==> config.mk <==
export PLATFORM = sky130hd
export DESIGN_NAME = madd_err_accum
export DESIGN_NICKNAME = d
export VERILOG_FILES = /design/src/rtl/err_eval_pkg.sv /design/src/rtl/err_absdiff.sv /design/src/rtl/madd_err_accum.sv
export SDC_FILE = /design/constraint.sdc
export NUM_CORES = 1
export LEC_CHECK = 0
export ABC_AREA = 1
export BUFFER_PORTS_ARGS = -buffer_cell sky130_fd_sc_hd__buf_2
export CAP_MARGIN = 40
export CORE_UTILIZATION = 45
export CTS_CLUSTER_SIZE = 10
export DETAILED_ROUTE_END_ITERATION = 10
export PLACE_DENSITY_LB_ADDON = 0.1
export SKIP_LAST_GASP = 1
export SYNTH_ARGS = -nofsm -noshare
export SYNTH_HDL_FRONTEND = slang
export SYNTH_SLANG_ARGS = --single-unit
export TNS_END_PERCENT = 5
==> constraint.sdc <==
create_clock -name clk -period 2.4 [get_ports clk]
set_input_delay 0.24 -clock clk [delete_from_list [all_inputs] [get_ports clk]]
set_output_delay 0.24 -clock clk [all_outputs]
set_load 0.1 [all_outputs]
==> src/rtl/err_eval_pkg.sv <==
// rtl/err_eval_pkg.sv - shared state enum, width helpers and run-length constant for madd_err_accum
package err_eval_pkg;

   typedef enum logic [1:0] {
      ST_IDLE  = 2'd0,
      ST_RUN   = 2'd1,
      ST_FLUSH = 2'd2,
      ST_DONE  = 2'd3
   } state_t;

   localparam int DEF_N_OUT = 12;
   localparam int DEF_N_IN  = 18;

   // FLUSH cycles after the last sample, chosen so done lands 3 cycles after it
   localparam int FLUSH_CYCLES = 2;

   // error counter must hold 2^n_in itself
   function automatic int errcnt_w(input int n_in);
      return n_in + 1;
   endfunction

   // 2^n_in samples of at most 2^n_out-1 each
   function automatic int sumabs_w(input int n_in, input int n_out);
      return n_in + n_out;
   endfunction

   // 2^n_in samples of at most (2^n_out-1)^2 each
   function automatic int sumsq_w(input int n_in, input int n_out);
      return n_in + 2 * n_out;
   endfunction

   // number of valid samples that make up one run
   function automatic longint unsigned sample_count(input int n_in);
      return 64'd1 << n_in;
   endfunction

endpackage

==> src/rtl/err_absdiff.sv <==
// rtl/err_absdiff.sv - stage 1: registered unsigned absolute difference and mismatch flag
module err_absdiff
   import err_eval_pkg::*;
#(
   parameter int N_OUT = DEF_N_OUT
) (
   input  logic             clk,
   input  logic             rst,
   input  logic             i_flush,
   input  logic             i_valid,
   input  logic [N_OUT-1:0] i_a,
   input  logic [N_OUT-1:0] i_b,
   output logic             o_valid,
   output logic             o_mis,
   output logic [N_OUT-1:0] o_diff
);

   logic [N_OUT-1:0] w_diff;
   logic             r_valid;
   logic             r_mis;
   logic [N_OUT-1:0] r_diff;

   // subtract the smaller from the larger so the result never wraps
   always_comb begin
      w_diff = (i_a >= i_b) ? (i_a - i_b) : (i_b - i_a);
   end

   // stage-1 register; valid is dropped on reset or when a new run begins
   always_ff @(posedge clk) begin
      if (rst || i_flush) begin
         r_valid <= 1'b0;
         r_mis   <= 1'b0;
         r_diff  <= '0;
      end else begin
         r_valid <= i_valid;
         r_mis   <= (i_a != i_b);
         r_diff  <= w_diff;
      end
   end

   assign o_valid = r_valid;
   assign o_mis   = r_mis;
   assign o_diff  = r_diff;

endmodule

==> src/rtl/madd_err_accum.sv <==
// rtl/madd_err_accum.sv - error-metric accumulator for approximate circuits; ERR_SQ_EN adds sum_sq
module madd_err_accum
   import err_eval_pkg::*;
#(
   parameter int N_OUT = DEF_N_OUT,
   parameter int N_IN  = DEF_N_IN
) (
   input  logic                    clk,
   input  logic                    rst,
   input  logic                    start,
   input  logic                    in_valid,
   input  logic [N_OUT-1:0]        approx_res,
   input  logic [N_OUT-1:0]        exact_res,
   output logic                    busy,
   output logic                    done,
   output logic [N_IN:0]           err_cnt,
   output logic [N_IN+N_OUT-1:0]   sum_abs,
`ifdef ERR_SQ_EN
   output logic [N_IN+2*N_OUT-1:0] sum_sq,
`endif
   output logic [N_OUT-1:0]        max_abs
);

   localparam int W_EC = errcnt_w(N_IN);
   localparam int W_SA = sumabs_w(N_IN, N_OUT);
   localparam logic [N_IN:0] LAST_IDX = W_EC'(sample_count(N_IN) - 64'd1);

   state_t            r_state;
   state_t            w_state_nxt;
   logic [1:0]        r_flush_cnt;
   logic [N_IN:0]     r_smp_cnt;
   logic              w_take;
   logic              w_clear;
   logic              w_last;

   logic              w_s1_valid;
   logic              w_s1_mis;
   logic [N_OUT-1:0]  w_s1_diff;

   logic [W_EC-1:0]   r_err_cnt;
   logic [W_SA-1:0]   r_sum_abs;
   logic [N_OUT-1:0]  r_max_abs;

   // state register
   always_ff @(posedge clk) begin
      if (rst) begin
         r_state <= ST_IDLE;
      end else begin
         r_state <= w_state_nxt;
      end
   end

   // next-state logic; start outside IDLE never reaches here as a transition
   always_comb begin
      w_state_nxt = r_state;
      case (r_state)
         ST_IDLE:  if (start) w_state_nxt = ST_RUN;
         ST_RUN:   if (in_valid && w_last) w_state_nxt = ST_FLUSH;
         ST_FLUSH: if (r_flush_cnt == 2'(FLUSH_CYCLES)) w_state_nxt = ST_DONE;
         ST_DONE:  w_state_nxt = ST_IDLE;
         default:  w_state_nxt = ST_IDLE;
      endcase
   end

   // output decode and per-cycle control strobes
   always_comb begin
      busy    = (r_state == ST_RUN) || (r_state == ST_FLUSH);
      done    = (r_state == ST_DONE);
      w_take  = (r_state == ST_RUN) && in_valid;
      w_clear = (r_state == ST_IDLE) && start;
      w_last  = (r_smp_cnt == LAST_IDX);
   end

   // cycles spent in FLUSH while the pipeline drains
   always_ff @(posedge clk) begin
      if (rst || (r_state != ST_FLUSH)) begin
         r_flush_cnt <= 2'd0;
      end else begin
         r_flush_cnt <= r_flush_cnt + 2'd1;
      end
   end

   // valid samples taken this run; gaps in in_valid do not advance it
   always_ff @(posedge clk) begin
      if (rst || (r_state == ST_IDLE)) begin
         r_smp_cnt <= '0;
      end else if (w_take) begin
         r_smp_cnt <= r_smp_cnt + 1'b1;
      end
   end

   err_absdiff #(
      .N_OUT (N_OUT)
   ) u_absdiff (
      .clk     (clk),
      .rst     (rst),
      .i_flush (w_clear),
      .i_valid (w_take),
      .i_a     (approx_res),
      .i_b     (exact_res),
      .o_valid (w_s1_valid),
      .o_mis   (w_s1_mis),
      .o_diff  (w_s1_diff)
   );

   // stage 2: accumulate; results hold whenever no stage-1 sample is valid
   always_ff @(posedge clk) begin
      if (rst || w_clear) begin
         r_err_cnt <= '0;
         r_sum_abs <= '0;
         r_max_abs <= '0;
      end else if (w_s1_valid) begin
         r_err_cnt <= r_err_cnt + W_EC'(w_s1_mis);
         r_sum_abs <= r_sum_abs + W_SA'(w_s1_diff);
         if (w_s1_diff > r_max_abs) begin
            r_max_abs <= w_s1_diff;
         end
      end
   end

   assign err_cnt = r_err_cnt;
   assign sum_abs = r_sum_abs;
   assign max_abs = r_max_abs;

`ifdef ERR_SQ_EN
   localparam int W_SQ = sumsq_w(N_IN, N_OUT);

   logic [2*N_OUT-1:0] w_sq;
   logic [W_SQ-1:0]    r_sum_sq;

   // square of the stage-1 difference
   always_comb begin
      w_sq = (2*N_OUT)'(w_s1_diff) * (2*N_OUT)'(w_s1_diff);
   end

   // squared-error accumulator, cleared and qualified like the others
   always_ff @(posedge clk) begin
      if (rst || w_clear) begin
         r_sum_sq <= '0;
      end else if (w_s1_valid) begin
         r_sum_sq <= r_sum_sq + W_SQ'(w_sq);
      end
   end

   assign sum_sq = r_sum_sq;
`endif

endmodule

==> metrics <==
Syn Std Cell Area=6810 um2; Crit Path Max Fanout=6; critical-path cell list=ha_1 > inv_1 > fa_1 > nor2_1 > nor2_2 > inv_1 > nand2_1 > nand3_2 > nand2_1 > inv_1 > nand2_1 > nand2_1 > nor2_1; top cells by area, synth=dfxtp_1 29%, nand2_1 14%, ha_1 10%, inv_1 8.4%, nor2_1 8.3%; Primary FF master, synth=dfxtp_1; Detail Route Antenna Nets=0; Post-Synthesis Cells=1038; YS warnings=0; Die X=125 um; first-pass GRT wire length=26.7 mm; CTS Buffer Depth=2; DRC Markers=10; initial antenna violation count=0; GRT overflow=0; WP buf/inv=3; Slew Viols, Final=0; clock sinks=98; share of cells above drive strength 1=14.6%; synth cell count leaders=256 x nand2_1, 153 x inv_1, 150 x nor2_1; total negative setup slack=0 ns; Syn Area/Cell=6.56 um2; crit path kind=register to register; cell taking the most area after synthesis=dfxtp_1; PD cells=625 nW/um2; HPWL after DPL=12.2 mm; post-synthesis xor/xnor area fraction=4.24%; post-place setup slack=0.276 ns; Crit path largest cell delay=0.41 ns; Netlist cell types=41; Final Cycle Share=80.3%; Port Buf Inserts=90; Final Hold Viols=0; vias per cell=4.82; Setup crit start kind=register; crit path time final=1.93 ns; Reg power frac=37.5%; required time worst endpoint=2.65 ns; area grow syn2layout=13.0%; number of global-route vias before repair=5891; largest family of logic cells by synthesized area=simple AND/OR/NAND/NOR gates; core footprint=14600 um2; Clock Latency Late Sink=0.35 ns; H-tree levels=3; Slowest-stage cell, CP=fa_1; critical path endpoint category=register; RSZ-0062 raised after global routing=no; antenna cells=0; complex-gate fraction of the synthesized area=10.2%; Final #Nets=1210; row cnt=44; GPL Wtd Cong=0.865; Area after DPL=7410 um2; post-synthesis adder-cell area fraction=11.0%; critical path's top delay family=simple AND/OR/NAND/NOR gates; WL final=15.4 mm; CTS tree=done; failing checks=DRC; DRT iter0 DRCs=300; cell leakage power=3.79 nW; Starting Density=46.5%; count leader, synth=nand2_1; Sw Ratio=38.5%; post-CTS sizing=0; TritonRoute pass-1 iters=8; die footprint=15600 um2; Final Cell Area=7700 um2; setup bufs post-CTS=0; Simple-Gate Fraction of Synth Area=35.0%; pin count of the biggest net entering global routing=34; NetSw=1.85 mW; Max transition margin=65.5%; GR Util All Layers=20.7%; syn_nets=1124; count of final setup violators=0; cts bufs inserted=9; post-synthesis sequential area ratio=28.8%; outcome=finished with violations; Root Driver=clkbuf_16; Peak Freq=519 MHz; Fin Clk Skew=0.00909 ns; clk slew on worst S/H paths=0.07 ns; Final WS setup=0.472 ns; CP arrival=2.17 ns; Die Ht=125 um; cts hold-fix bufs=0; maximum VDD drop=0.823 mV; WL/cell=11.7 um; Clock power frac=28.9%; DR vias=6329; Seq cells post-synth=98; portion of netlist area occupied by mux cells=0%; top-area cell type share of the netlist area=28.8%; I/O pin cnt=91; Crit path top cell by count=nand2_1; EDFF count, synth=0; internal power=2.96 mW; HP Class=primary input to register; final total power=4.81 mW; logic gate share of total power=33.5%; ys async rst share=0%; Worst-Margin Slew=0.522 ns; Max-cap violations=0
## cell families (layout without fill, tap and decap cells)
group / count (synthesis) / after routing
xor gates and xnor gates: 33 / 33
buffers and inverters: 180 / 271
AOI/OAI and AO/OA: 115 / 115
DFF: 98 / 98
adders and majority gates: 58 / 58
and+or+nand+nor: 554 / 554
## state kept, by name (all words and copies together) (netlist names)
signal / cells
sum_abs: 30
err_cnt: 19
r_smp_cnt: 19
max_abs: 12
u_absdiff.o_diff: 12
r_flush_cnt: 2
r_state: 2
u_absdiff.o_mis: 1
u_absdiff.o_valid: 1
## worst paths after layout
kind,slack [ns],startpoint,end,cells past startpoint
worst min-delay path,0.14,rst,r_state[1]$_SDFFE_PP0P_,2
worst max-delay path,0.47,u_absdiff.o_diff[0]$_SDFF_PP0_,sum_abs[20]$_SDFFE_PP0P_,13
worst max register to register,0.47,u_absdiff.o_diff[0]$_SDFF_PP0_,sum_abs[20]$_SDFFE_PP0P_,13
worst min register to register,0.43,r_flush_cnt[0]$_SDFF_PP0_,r_flush_cnt[0]$_SDFF_PP0_,1
## metrics by stage
| stage | hold WS, ns | util, % | std cells |
|---|---|---|---|
| after floorplan | 0.309 | - | 1038 |
| after global placement | 0.413 | 50.6 | 1297 |
| after detailed placement | 0.413 | 50.6 | 1297 |
| after CTS | 0.132 | 52.6 | 1313 |
| after global routing | 0.160 | 52.6 | 1313 |
| final | 0.144 | 52.6 | 1313 |
## area by class of cell
cell class                 instances  area, um2
clock inverter                     6       47.5
clock buffer                      10        239
multi-input combinational        760       4120
fill                            1554       6950
tap                              184        230
timing repair buffer              98        510
inverter                         157        589
sequential                        98       1960
## cell usage in the layout (no fill, tap or decap), types with 4 or more instances in the layout
cell type | Yosys | layout
a21oi_1 | 51 | 51
a21oi_2 | 13 | 13
buf_2 | 5 | 90
buf_4 | 5 | 8
clkbuf_16 | 0 | 9
dfxtp_1 | 98 | 96
ha_1 | 55 | 55
inv_1 | 153 | 152
nand2_1 | 256 | 256
nand2_2 | 16 | 16
nand3_1 | 66 | 66
nand4_1 | 16 | 16
nor2_1 | 150 | 150
nor2_2 | 7 | 7
nor3_1 | 20 | 20
nor3b_1 | 4 | 4
nor4_1 | 7 | 7
o21ai_0 | 24 | 24
o21bai_1 | 15 | 15
xnor2_1 | 15 | 15
xor2_1 | 18 | 18
## power by group through the flow
stage	clock network, mW	registers (mW)	logic (mW)
floorplan	0	1.99	1.16
global placement	0	1.85	1.61
detailed placement	0	1.85	1.62
CTS	1.45	1.81	1.63
global route	1.51	1.82	1.82
finish	1.39	1.81	1.61
## per-layer routing
layer  wire (um)  vias up  GRT usage [%]
li1            -     3438              -
met1        7630     2766           26.9
met2        7020      110           35.2
met3         475       15           3.21
met4         230        0           6.38
met5           0        -              0
No activity file was read; power rests on OpenSTA's default activity.
